File: src/rtl/if_id_skid_pipe.sv
// IF/ID stage: carries {pc, instr} from fetch to decode through a 2-entry skid buffer, flush inserts a NOP bubble.
// Latency 1 cycle from accept to out_*; in_ready is registered and drops only when both entries are held.
// Backpressure: a stalled out_ready holds the head stable while the skid entry absorbs the word already in flight.
module if_id_skid_pipe #(
    parameter int              XLEN      = 32,
    parameter logic [XLEN-1:0] NOP_INSTR = 32'h00000013,
    parameter logic [XLEN-1:0] RESET_PC  = 32'h00000000
) (
    input  logic            clk,
    input  logic            rst,
    input  logic            flush,
    input  logic            in_valid,
    output logic            in_ready,
    input  logic [XLEN-1:0] in_pc,
    input  logic [XLEN-1:0] in_instr,
    output logic            out_valid,
    input  logic            out_ready,
    output logic [XLEN-1:0] out_pc,
    output logic [XLEN-1:0] out_instr,
    output logic [1:0]      occupancy
);

    typedef enum logic [1:0] {
        ST_EMPTY = 2'd0,
        ST_ONE   = 2'd1,
        ST_FULL  = 2'd2
    } state_t;

    state_t          r_state;
    logic            r_out_valid;
    logic            r_in_ready;
    logic [1:0]      r_occ;
    logic [XLEN-1:0] r_main_pc;
    logic [XLEN-1:0] r_main_instr;
    logic [XLEN-1:0] r_skid_pc;
    logic [XLEN-1:0] r_skid_instr;

    state_t          w_state_nxt;
    logic [XLEN-1:0] w_main_pc_nxt;
    logic [XLEN-1:0] w_main_instr_nxt;
    logic [XLEN-1:0] w_skid_pc_nxt;
    logic [XLEN-1:0] w_skid_instr_nxt;
    logic            w_acc_in;
    logic            w_acc_out;

    assign w_acc_in  = in_valid & r_in_ready;
    assign w_acc_out = r_out_valid & out_ready;

    always_comb begin
        w_state_nxt      = r_state;
        w_main_pc_nxt    = r_main_pc;
        w_main_instr_nxt = r_main_instr;
        w_skid_pc_nxt    = r_skid_pc;
        w_skid_instr_nxt = r_skid_instr;
        if (flush) begin
            w_state_nxt      = ST_EMPTY;
            w_main_pc_nxt    = RESET_PC;
            w_main_instr_nxt = NOP_INSTR;
        end else begin
            case (r_state)
                ST_EMPTY: begin
                    if (w_acc_in) begin
                        w_state_nxt      = ST_ONE;
                        w_main_pc_nxt    = in_pc;
                        w_main_instr_nxt = in_instr;
                    end
                end
                ST_ONE: begin
                    if (w_acc_in && w_acc_out) begin
                        w_main_pc_nxt    = in_pc;
                        w_main_instr_nxt = in_instr;
                    end else if (w_acc_in) begin
                        w_state_nxt      = ST_FULL;
                        w_skid_pc_nxt    = in_pc;
                        w_skid_instr_nxt = in_instr;
                    end else if (w_acc_out) begin
                        // pc of the drained entry stays visible; only instr becomes the bubble
                        w_state_nxt      = ST_EMPTY;
                        w_main_instr_nxt = NOP_INSTR;
                    end
                end
                ST_FULL: begin
                    if (w_acc_out) begin
                        w_state_nxt      = ST_ONE;
                        w_main_pc_nxt    = r_skid_pc;
                        w_main_instr_nxt = r_skid_instr;
                    end
                end
                default: begin
                    w_state_nxt      = ST_EMPTY;
                    w_main_pc_nxt    = RESET_PC;
                    w_main_instr_nxt = NOP_INSTR;
                end
            endcase
        end
    end

    always_ff @(posedge clk) begin
        if (rst) begin
            r_state      <= ST_EMPTY;
            r_out_valid  <= 1'b0;
            r_in_ready   <= 1'b1;
            r_occ        <= 2'd0;
            r_main_pc    <= RESET_PC;
            r_main_instr <= NOP_INSTR;
            r_skid_pc    <= '0;
            r_skid_instr <= '0;
        end else begin
            r_state      <= w_state_nxt;
            r_out_valid  <= (w_state_nxt != ST_EMPTY);
            r_in_ready   <= (w_state_nxt != ST_FULL);
            r_occ        <= (w_state_nxt == ST_FULL) ? 2'd2 :
                            (w_state_nxt == ST_ONE)  ? 2'd1 : 2'd0;
            r_main_pc    <= w_main_pc_nxt;
            r_main_instr <= w_main_instr_nxt;
            r_skid_pc    <= w_skid_pc_nxt;
            r_skid_instr <= w_skid_instr_nxt;
        end
    end

    assign in_ready  = r_in_ready;
    assign out_valid = r_out_valid;
    assign out_pc    = r_main_pc;
    assign out_instr = r_main_instr;
    assign occupancy = r_occ;

endmodule
File: config.mk
export PLATFORM = sky130hd
export DESIGN_NAME = if_id_skid_pipe
export DESIGN_NICKNAME = d
export VERILOG_FILES = /design/src/rtl/if_id_skid_pipe.sv
export SDC_FILE = /design/constraint.sdc
export NUM_CORES = 1
export LEC_CHECK = 0
export ABC_CLOCK_PERIOD_IN_PS = 1600
export CAP_MARGIN = 25
export CORE_MARGIN = 3
export CORE_UTILIZATION = 45
export CTS_CLUSTER_DIAMETER = 50
export DETAILED_ROUTE_END_ITERATION = 8
export DONT_BUFFER_PORTS = 1
export PLACE_DENSITY_LB_ADDON = 0.25
export SYNTH_ARGS = -nofsm -noshare
export SYNTH_HDL_FRONTEND = slang
export SYNTH_SLANG_ARGS = --single-unit
File: constraint.sdc
create_clock -name clk -period 1.6 [get_ports clk]
set_input_delay 0.24 -clock clk [delete_from_list [all_inputs] [get_ports clk]]
set_output_delay 0.24 -clock clk [all_outputs]
set_load 0.05 [all_outputs]
==> flow_summary.toml, run 1 <==
[yosys]
yosys.cell_types.count = 28
syn_area_sq_um = 5682
synth-edff-count = 0
synth-seq-area-share = 0.4721
syn_nets = 786
yosys_reg_bits = 134
asyncSetResetFlopFracSynth = 0
syn_avg_cell_area_sq_um = 7.924
synth_top_flop_cell = "sky130_fd_sc_hd__dfxtp_1"
postSynthCellCount = 717
yosysWarnings = 0

[timing]
setup_ws_ps = 60.35
fmaxAchievable_ghz = 0.6495
skew_ps = 6.537
final_min_period_over_clock_period = 0.9623
setup_viol = 0
drv_slew = 0
tightest_slew_ps = 592.1
post-route-min-period_ps = 1540
slew_limit_headroom = 0.6044
final-hold-violation-count = 0

[routing]
detailedRoute.firstPassIterationCount = 7
iteration_0_drc_count_of_the_detailed_router = 545
dr_total_vias = 5546
vias_per_cell = 5.712
avgRoutedWirePerCell_um = 17.55
routed_wl_um = 17040
antenna_left = 0
post-route-drc-count = 0

[placed_design]
place_ws_ps = -94.38
detailed_place_hpwl_um = 9849
placement.io_buffers = 0
place.gp.congestion = 0.8402

[worst_setup_path]
start_kind = "flip-flop"
timing.critical_path.to_type = "flip-flop"
critical_path_peak_fanout = 21
critPathRequiredTime_ps = 1890
worst-endpoint-arrival_ps = 1830
setup.worst_path.class = "flip-flop to flip-flop"

[clock_network]
tritoncts = "yes"
clk_root_buffer_cell = "sky130_fd_sc_hd__clkbuf_16"
clkLatencyLatePin_ps = 410
clock_path_buffers = 2
cts_inserted_buffers = 17
cts.reportedPaths.clkPinSlew_ps = 60
ctsHtreeMaxLevel = 4
tritoncts_num_sinks = 134

[power]
power_per_cell_area_nw_per_um2 = 1116
max-vdd-ir-drop_mv = 0.7089
power.leakage_nw = 2.653

[floorplan]
initial_utilization = 0.4672
die-area_sq_um = 14010
boundary_pin_count = 137
core_area_sq_um = 12160
placementRows = 40
floorplan.die.width_um = 118.4
die-height_um = 118.4

[cells_and_area]
antenna_cells_inserted = 0
num-fill-cells = 1063
seqCellArea_sq_um = 2695
post_route_cells_drive_above_1_share = 0.1270
area_delta_synth_final_pct = 31.51
layout_net_count = 859
finalCoreUtilization = 0.6144
multiInputGateArea_sq_um = 2584

[hold_path]
timing.hold.worst.class = "input pin to flip-flop"

[global_routing]
grt_overflow_total = 0
grt_max_degree = 65
grt.total_usage = 0.2352
vias_in_the_first_global_route = 5257
initial_antenna_violation_count = 0
first_pass_grt_wire_length_um = 26900

[status]
status = "finished clean"

[flow_run]
max_cap_violations = 0
-- power by group --
| group | total (mW) | switching [mW] | internal, mW |
|---|---|---|---|
| Combinational | 0.934 | 0.533 | 0.401 |
| Clock | 3.77 | 1.45 | 2.31 |
| Sequential | 3.64 | 0.210 | 3.43 |
-- layer usage --
layer | share of wire | up-vias | global-route usage
met2 | 0.49 | 254 | 0.3862
met3 | 0.088 | 29 | 0.07799
met1 | 0.40 | 2642 | 0.2818
met4 | 0.023 | 0 | 0.09963
li1 | - | 2621 | -
met5 | 0 | - | 0
-- registers in the layout, indices dropped and copies added (netlist names) --
name	count
r_state	2
in_ready	1
out_instr	32
out_valid	1
r_skid_pc	32
r_skid_instr	32
out_pc	32
occupancy	2
-- stage by stage --
| step | instances | setup TNS (ps) | total power, mW | cell area, sq um | hold WS, ps |
|---|---|---|---|---|---|
| 6_report | 971 | 0 | 8.342 | 7472 | 55.59 |
| 2_1_floorplan | 717 | 0 | 4.244 | 5694 | 376.0 |
| 4_1_cts | 967 | 0 | 8.385 | 7371 | 35.99 |
| 5_1_grt | 971 | -67.67 | 8.654 | 7472 | 41.31 |
| 3_5_place_dp | 870 | -3668 | 4.442 | 6080 | 318.7 |
| 3_3_place_gp | 870 | -1555 | 4.425 | 6080 | 314.6 |
-- layout by cell type, fill, tap and decap left out, types with 3 or more instances in the layout --
master	count
sky130_fd_sc_hd__nand2_1	193
sky130_fd_sc_hd__dfxtp_1	130
sky130_fd_sc_hd__a21oi_1	98
sky130_fd_sc_hd__nor3_1	65
sky130_fd_sc_hd__dlygate4sd3_1	64
sky130_fd_sc_hd__inv_1	33
sky130_fd_sc_hd__buf_4	33
sky130_fd_sc_hd__o22ai_1	32
sky130_fd_sc_hd__mux2i_1	29
sky130_fd_sc_hd__o32ai_1	29
sky130_fd_sc_hd__clkbuf_16	20
sky130_fd_sc_hd__buf_12	10
sky130_fd_sc_hd__nor2_1	9
sky130_fd_sc_hd__buf_6	6
sky130_fd_sc_hd__o21ai_0	4
sky130_fd_sc_hd__a32oi_1	3
sky130_fd_sc_hd__and3_1	3
sky130_fd_sc_hd__clkinv_4	3
sky130_fd_sc_hd__clkinvlp_4	3
sky130_fd_sc_hd__dfxtp_4	3
sky130_fd_sc_hd__buf_8	3
-- cells by family after synthesis --
kind of cell,after synthesis,share of synthesized area
buffers and inverters,98,0.08302
multiplexers,29,0.05109
flip-flops,134,0.4721
AND/OR/NAND/NOR,281,0.2077
AO/OA/AOI/OAI,175,0.1861
-- worst paths after layout --
path / startpoint / to / slack, ps / cells after the start
setup / recovery: r_state[1] / out_pc[30] / 60 / 6
hold / removal: rst / out_instr[14] / 60 / 3
setup reg to reg: r_state[1] / out_pc[30] / 60 / 6
hold reg to reg: r_skid_pc[26] / r_skid_pc[26] / 450 / 2
-- cells in the mapped netlist (3+ instances only) --
master                     instances  area (sq um)
sky130_fd_sc_hd__o22ai_1          32         200.2
sky130_fd_sc_hd__a21oi_1         100         500.5
sky130_fd_sc_hd__nand2b_1          4         25.02
sky130_fd_sc_hd__buf_6            12         135.1
sky130_fd_sc_hd__nand2_1         194         728.2
sky130_fd_sc_hd__a32oi_1           3         26.28
sky130_fd_sc_hd__inv_1            33         123.9
sky130_fd_sc_hd__buf_1             4         15.01
sky130_fd_sc_hd__o21ai_0           4         20.02
sky130_fd_sc_hd__o32ai_1          29         254.0
sky130_fd_sc_hd__and3_1            3         18.77
sky130_fd_sc_hd__clkbuf_1         38         142.6
sky130_fd_sc_hd__buf_2            11         55.05
sky130_fd_sc_hd__nor2_1           11         41.29
sky130_fd_sc_hd__mux2i_1          29         290.3
sky130_fd_sc_hd__nor3_1           65         325.3
sky130_fd_sc_hd__dfxtp_1         134          2683
-- repair_timing --
item | 4_1_cts | 5_1_grt
endpoints found under the setup margin | 100 | 91
cloned | 0 | 2
buffers inserted | 0 | 2
pin swaps | 1 | 0
hold endpoints to repair | 64 | 0
gates resized for setup | 10 | 9
hold buffers | 65 | 0
-- area by class of cell --
class,count,area share
Timing Repair Buffer,119,0.1711
Inverter,33,0.01658
Sequential cell,134,0.3607
Tap cell,168,0.02813
Clock inverter,10,0.01273
Multi-Input combinational cell,485,0.3458
Clock buffer,22,0.06497
-- worst max-delay path, cell delays in order (launching register included) --
cell	delay, ps
sky130_fd_sc_hd__dfxtp_4	390
sky130_fd_sc_hd__buf_8	200
sky130_fd_sc_hd__nand2b_4	190
sky130_fd_sc_hd__a21oi_4	70
sky130_fd_sc_hd__buf_6	160
sky130_fd_sc_hd__nor3_1	330
sky130_fd_sc_hd__nor3_1	70
(Power assumes the default switching activity.)
==> run 2: changes to the inputs <==
==> constraint.sdc (replaced) <==
create_clock -name clk -period 1.6 [get_ports clk]
set_input_delay 0.32 -clock clk [delete_from_list [all_inputs] [get_ports clk]]
set_output_delay 0.32 -clock clk [all_outputs]
set_load 0.05 [all_outputs]
==> run 2 against run 1 <==
Global-route usage decreased by 2.6 points. Sequential share of layout area increased by 2.2 points. Cell area decreased by 5.6%. Sequential cell count unchanged. Total power increased by 3.4%. Final cell count decreased by 7.8%. Largest power group unchanged. The flow now finishes with violations (hold timing, setup timing). Setup slack got worse by 68 ps.
==> flow_summary.toml, run 2 (same netlist as run 1, synthesis figures left out) <==
[cells_and_area]
layout.cells.non_filler = 895
seqCellArea_sq_um = 2698
num-fill-cells = 1078
multiInputGateArea_sq_um = 2799
post_route_cells_drive_above_1_share = 0.1953
layout_commonest_cell = "sky130_fd_sc_hd__nand2_1"
layout.cells.most_common_list = "sky130_fd_sc_hd__nand2_1 (169), sky130_fd_sc_hd__dfxtp_1 (130), sky130_fd_sc_hd__a21oi_1 (69)"
area_delta_synth_final_pct = 24.16
antenna_cells_inserted = 0
layout_net_count = 783

[timing]
tightest_slew_ps = 571.0
post-route-min-period_ps = 1608
fmaxAchievable_ghz = 0.6219
grt_setup_unrepaired = "yes"
hold_slack_ps = -39.84
setup_viol = 1
setup_ws_ps = -7.919
slew_limit_headroom = 0.6188
timing.setup.tns_ps = -7.919
final-hold-violation-count = 32
drv_slew = 0
skew_ps = 17.64
final_min_period_over_clock_period = 1.005

[routing]
dr_total_vias = 5100
detailedRoute.firstPassIterationCount = 5
antenna_left = 0
post-route-drc-count = 0
vias_per_cell = 5.698
routed_wl_um = 16330
iteration_0_drc_count_of_the_detailed_router = 309
avgRoutedWirePerCell_um = 18.25

[clock_network]
cts_inserted_buffers = 17
ctsHtreeMaxLevel = 4
clkLatencyLatePin_ps = 420
tritoncts_num_sinks = 134
clk_root_buffer_cell = "sky130_fd_sc_hd__clkbuf_16"
clock_path_buffers = 2
tritoncts = "yes"
cts.reportedPaths.clkPinSlew_ps = 60

[global_routing]
grt_max_degree = 67
initial_antenna_violation_count = 0
grt_overflow_total = 0
global_route.usage.met3 = 0.09043
grt.total_usage = 0.2094
busiest_layer = "met2"
gr-usage-met1 = 0.2353
vias_in_the_first_global_route = 4706
first_pass_grt_wire_length_um = 23780
globalRouteMet2Util = 0.3444

[power]
share_comb_of_total_power = 0.074
power_per_cell_area_nw_per_um2 = 1223
net-switching-power_mw = 2.131
internal-power_mw = 6.498
design_power_total_mw = 8.629
max-vdd-ir-drop_mv = 0.5887
power.clock.fraction = 0.493
switching_share_of_total_power = 0.2469
power.leakage_nw = 2.480
power_frac_seq = 0.433

[worst_setup_path]
worstPathBufferInverterCount = 4
timing.critical_path.max_delay_family = "buffers and inverters"
cp_cell_sequence = "buf_8 -> buf_6 -> nor4_4 -> buf_6 -> clkbuf_16 -> nand2_4 -> a21oi_2"
critical_path_depth = 7
critical_path_peak_fanout = 7
worst_path_most_repeated_cell = "sky130_fd_sc_hd__buf_6"
worst-endpoint-arrival_ps = 1950
setup.worst_path.class = "flip-flop to flip-flop"
start_kind = "flip-flop"
crit_slowest_cell = "sky130_fd_sc_hd__dfxtp_4"
worst_r2r_path_depth = 7
max_stage_delay_ps = 350
critPathRequiredTime_ps = 1940
timing.critical_path.to_type = "flip-flop"

[placed_design]
place.gp.congestion = 0.8371
placement.io_buffers = 0
placed_cells_incl_taps = 850
detailed_place_hpwl_um = 9768

[hold_path]
worst_hold_path.num_cells = 1
timing.hold.worst.class = "input pin to flip-flop"

[floorplan]
die-area_sq_um = 14010
floorplan.die.width_um = 118.4
core_area_sq_um = 12160
initial_utilization = 0.4672
die-height_um = 118.4
boundary_pin_count = 137
placementRows = 40

[status]
status = "finished with violations"
violations = "hold timing, setup timing"

[flow_run]
max_cap_violations = 0
## run 2: cell count changes in the layout (fill, tap and decap cells not counted), sizes merged
| cell | delta |
|---|---|
| clkbuf | -1 |
| inv | +1 |
| clkinvlp | -2 |
| buf | -14 |
| bufinv | +4 |
| dlygate4sd3 | -64 |
## run 2: through the flow
step | util | worst slack [ps] | area, sq um
CTS | 0.5422 | 8.046 | 6594
floorplan | - | 10.61 | 5694
finish | 0.5800 | -7.919 | 7054
detailed placement | 0.4876 | -99.25 | 5929
global placement | 0.4876 | -41.90 | 5929
global route | 0.5800 | -78.79 | 7054
## run 2: power groups by stage
stage          sequential [mW]  clock, mW  combinational [mW]
6_report                  3.74       4.26               0.637
5_1_grt                   3.75       4.47               0.696
4_1_cts                   3.74       4.33               0.590
3_5_place_dp              3.81          0               0.586
3_3_place_gp              3.81          0               0.575
2_1_floorplan             3.80          0               0.443
## run 2: area by class of cell
| type | count | share of cell area |
|---|---|---|
| multi-input combinational | 485 | 0.3968 |
| sequential | 134 | 0.3824 |
| timing repair buffer | 43 | 0.08212 |
| clock buffer | 19 | 0.06279 |
| tap | 168 | 0.02980 |
| clock inverter | 13 | 0.02856 |
| inverter | 33 | 0.01756 |
## run 2: path summary, 6_finish.rpt
check	start	to	slack (ps)
worst max-delay path	r_state[1]	r_skid_pc[20]	-8
worst min-delay path	rst	r_skid_instr[31]	-40
worst max register to register	r_state[1]	r_skid_pc[20]	-8
worst min register to register	r_skid_instr[4]	r_skid_instr[4]	450
## run 2: timing repair
item,in CTS,in global routing
hold endpoints to repair,64,64
pin swaps,1,27
buffers inserted,1,3
gates resized for setup,3,82
cloned,0,9
endpoints found under the setup margin,90,105
## run 2: per-layer routing
layer  vias up  wire length (um)
li1       2472                 -
met3        35              1548
met4         0               447
met2       176              7974
met5         -                 0
met1      2417              6360
==> run 3: changes to the inputs <==
Settings changed: DONT_BUFFER_PORTS 1 to unset.
==> run 3 against run 2 <==
The flow finishes with violations (DRC). Register-to-register slack gained 60 ps. Via count grew 12%. Non-clock buffer count grew 144. Final cell count grew 16%. Total power shrank 4.4%. Sequential share of layout area shrank 4.5 points. Global-route usage grew 2.0 points. Critical path depth shrank 2. Sequential cell count is the same. Sequential power shrank 6.7%.
==> flow_summary.toml, run 3 (same netlist as run 1, synthesis figures left out) <==
[status]
status = "finished with violations"
violations = "DRC"

[floorplan]
die-height_um = 118.4
initial_utilization = 0.4672
boundary_pin_count = 137
die-area_sq_um = 14010
floorplan.die.width_um = 118.4
core_area_sq_um = 12160
placementRows = 40

[global_routing]
vias_in_the_first_global_route = 5540
grt_overflow_total = 0
grt_max_degree = 65
grt.total_usage = 0.2298
initial_antenna_violation_count = 2
first_pass_grt_wire_length_um = 26650

[timing]
final-hold-violation-count = 0
hold_slack_ps = 270.5
setup_viol = 0
grt_setup_unrepaired = "yes"
drv_slew = 0
slew_limit_headroom = 0.5458
tightest_slew_ps = 681.3
fmaxAchievable_ghz = 0.6465
setup_ws_ps = 53.18
final_min_period_over_clock_period = 0.9668
post-route-min-period_ps = 1547
skew_ps = 8.123

[power]
max-vdd-ir-drop_mv = 0.7019
power.leakage_nw = 2.978
power_per_cell_area_nw_per_um2 = 1032

[worst_setup_path]
start_kind = "flip-flop"
rr_startpoint = "r_state[0]"
setup.worst_path.class = "flip-flop to flip-flop"
ff2ff_setup_slack_ps = 50
critical_path_peak_fanout = 32
worst_r2r_path_depth = 5
cp_cell_sequence = "a21bo_4 -> or4_4 -> buf_12 -> nand2_1 -> a21oi_1"
worst-endpoint-arrival_ps = 1810
timing.critical_path.from = "r_state[0]"
cp-endpoint = "r_skid_pc[14]"
max_stage_delay_ps = 460
crit_slowest_cell = "sky130_fd_sc_hd__or4_4"
worstPathBufferInverterCount = 1
timing.critical_path.max_delay_family = "simple AND/OR/NAND/NOR gates"
timing.critical_path.to_type = "flip-flop"
critPathRequiredTime_ps = 1860
critical_path_depth = 5
worst_r2r_endpoint = "r_skid_pc[14]"

[clock_network]
cts.reportedPaths.clkPinSlew_ps = 60
clk_root_buffer_cell = "sky130_fd_sc_hd__clkbuf_16"
ctsHtreeMaxLevel = 4
cts_inserted_buffers = 17
clock_path_buffers = 2
tritoncts = "yes"
tritoncts_num_sinks = 134
clkLatencyLatePin_ps = 410

[hold_path]
timing.hold.worst.class = "input pin to flip-flop"
worst_hold_path.num_cells = 3

[placed_design]
post_dp_cell_area_sq_um = 7238
placement.io_buffers = 136
place_ws_ps = -557.3
place.gp.congestion = 0.8708
detailed_place_hpwl_um = 10860

[flow_run]
max_cap_violations = 0

[cells_and_area]
post_route_cells_drive_above_1_share = 0.1929
layout_net_count = 927
num-fill-cells = 974
layout_commonest_cell = "sky130_fd_sc_hd__nand2_1"
finalCoreUtilization = 0.6571
area_delta_synth_final_pct = 40.65
layout.cells.most_common_list = "sky130_fd_sc_hd__nand2_1 (193), sky130_fd_sc_hd__dfxtp_1 (130), sky130_fd_sc_hd__a21oi_1 (97)"
postLayoutCellArea_sq_um = 7991

[routing]
post-route-drc-count = 1
vias_per_cell = 5.463
avgRoutedWirePerCell_um = 15.61
dr_total_vias = 5687
detailedRoute.firstPassIterationCount = 8
antenna_left = 0
iteration_0_drc_count_of_the_detailed_router = 417
routed_wl_um = 16250
==> run 3: cell types whose count changed in the layout (fill, tap and decap cells not counted), sizes merged, moves of 2 or more <==
cell | before | now
buf | 39 | 119
bufinv | 5 | 0
clkbuf | 23 | 19
clkdlybuf4s50 | 0 | 65
clkinv | 5 | 3
clkinvlp | 1 | 5
diode | 0 | 2
inv | 35 | 38
==> run 3: worst min path at each step <==
stage,from,to,slack (ps)
2_1_floorplan,r_skid_instr[10],r_skid_instr[10],440
5_1_grt,rst,r_state[1],280
6_report,rst,r_state[1],270
4_1_cts,rst,r_state[1],260
3_3_place_gp,r_skid_instr[21],r_skid_instr[21],440
3_5_place_dp,r_skid_pc[21],r_skid_pc[21],450
==> run 3: cell type report <==
cell class	instances	area [sq um]	area share
diodes	2	5.005	0.0006263
clock buffers	19	432.9	0.05417
clock inverters	13	98.84	0.01237
inverters	33	123.9	0.01550
multi-input cells	485	2594	0.3246
flip-flops and latches	134	2695	0.3372
well taps	168	210.2	0.02630
repair buffers	187	1832	0.2292
==> run 3: repair_timing <==
item,in CTS,in global routing
cloned,2,0
endpoints found under the setup margin,103,63
buffers inserted,4,5
gates resized for setup,11,14
hold buffers,0,0
pin swaps,4,4
==> run 3: per-layer routing <==
| layer | routed length [um] | share of wire | track usage | vias up |
|---|---|---|---|---|
| met5 | 0 | 0 | 0 | - |
| met4 | 317 | 0.020 | 0.08425 | 0 |
| met3 | 1247 | 0.077 | 0.05742 | 26 |
| met2 | 7858 | 0.48 | 0.3859 | 246 |
| met1 | 6825 | 0.42 | 0.2852 | 2663 |
| li1 | - | - | - | 2752 |
==> run 3: where the power goes <==
part,leakage (nW),switching (mW),internal (mW)
registers,1.09,0.0570,3.43
logic,1.64,0.723,0.522
clock network,0.247,1.52,1.99
==> run 3: tightest hold or removal path, stage by stage <==
cell	delay, ps
sky130_fd_sc_hd__buf_2	100
sky130_fd_sc_hd__nor2_2	60
sky130_fd_sc_hd__and3_1	150
==> run 3: metrics by stage <==
stage,power [mW],TNS [ps],instances
floorplan,4.244,0,717
global placement,4.740,-44120,998
detailed placement,4.761,-47130,998
CTS,8.266,-1.604,1035
global route,8.542,-42.86,1041
finish,8.245,0,1041
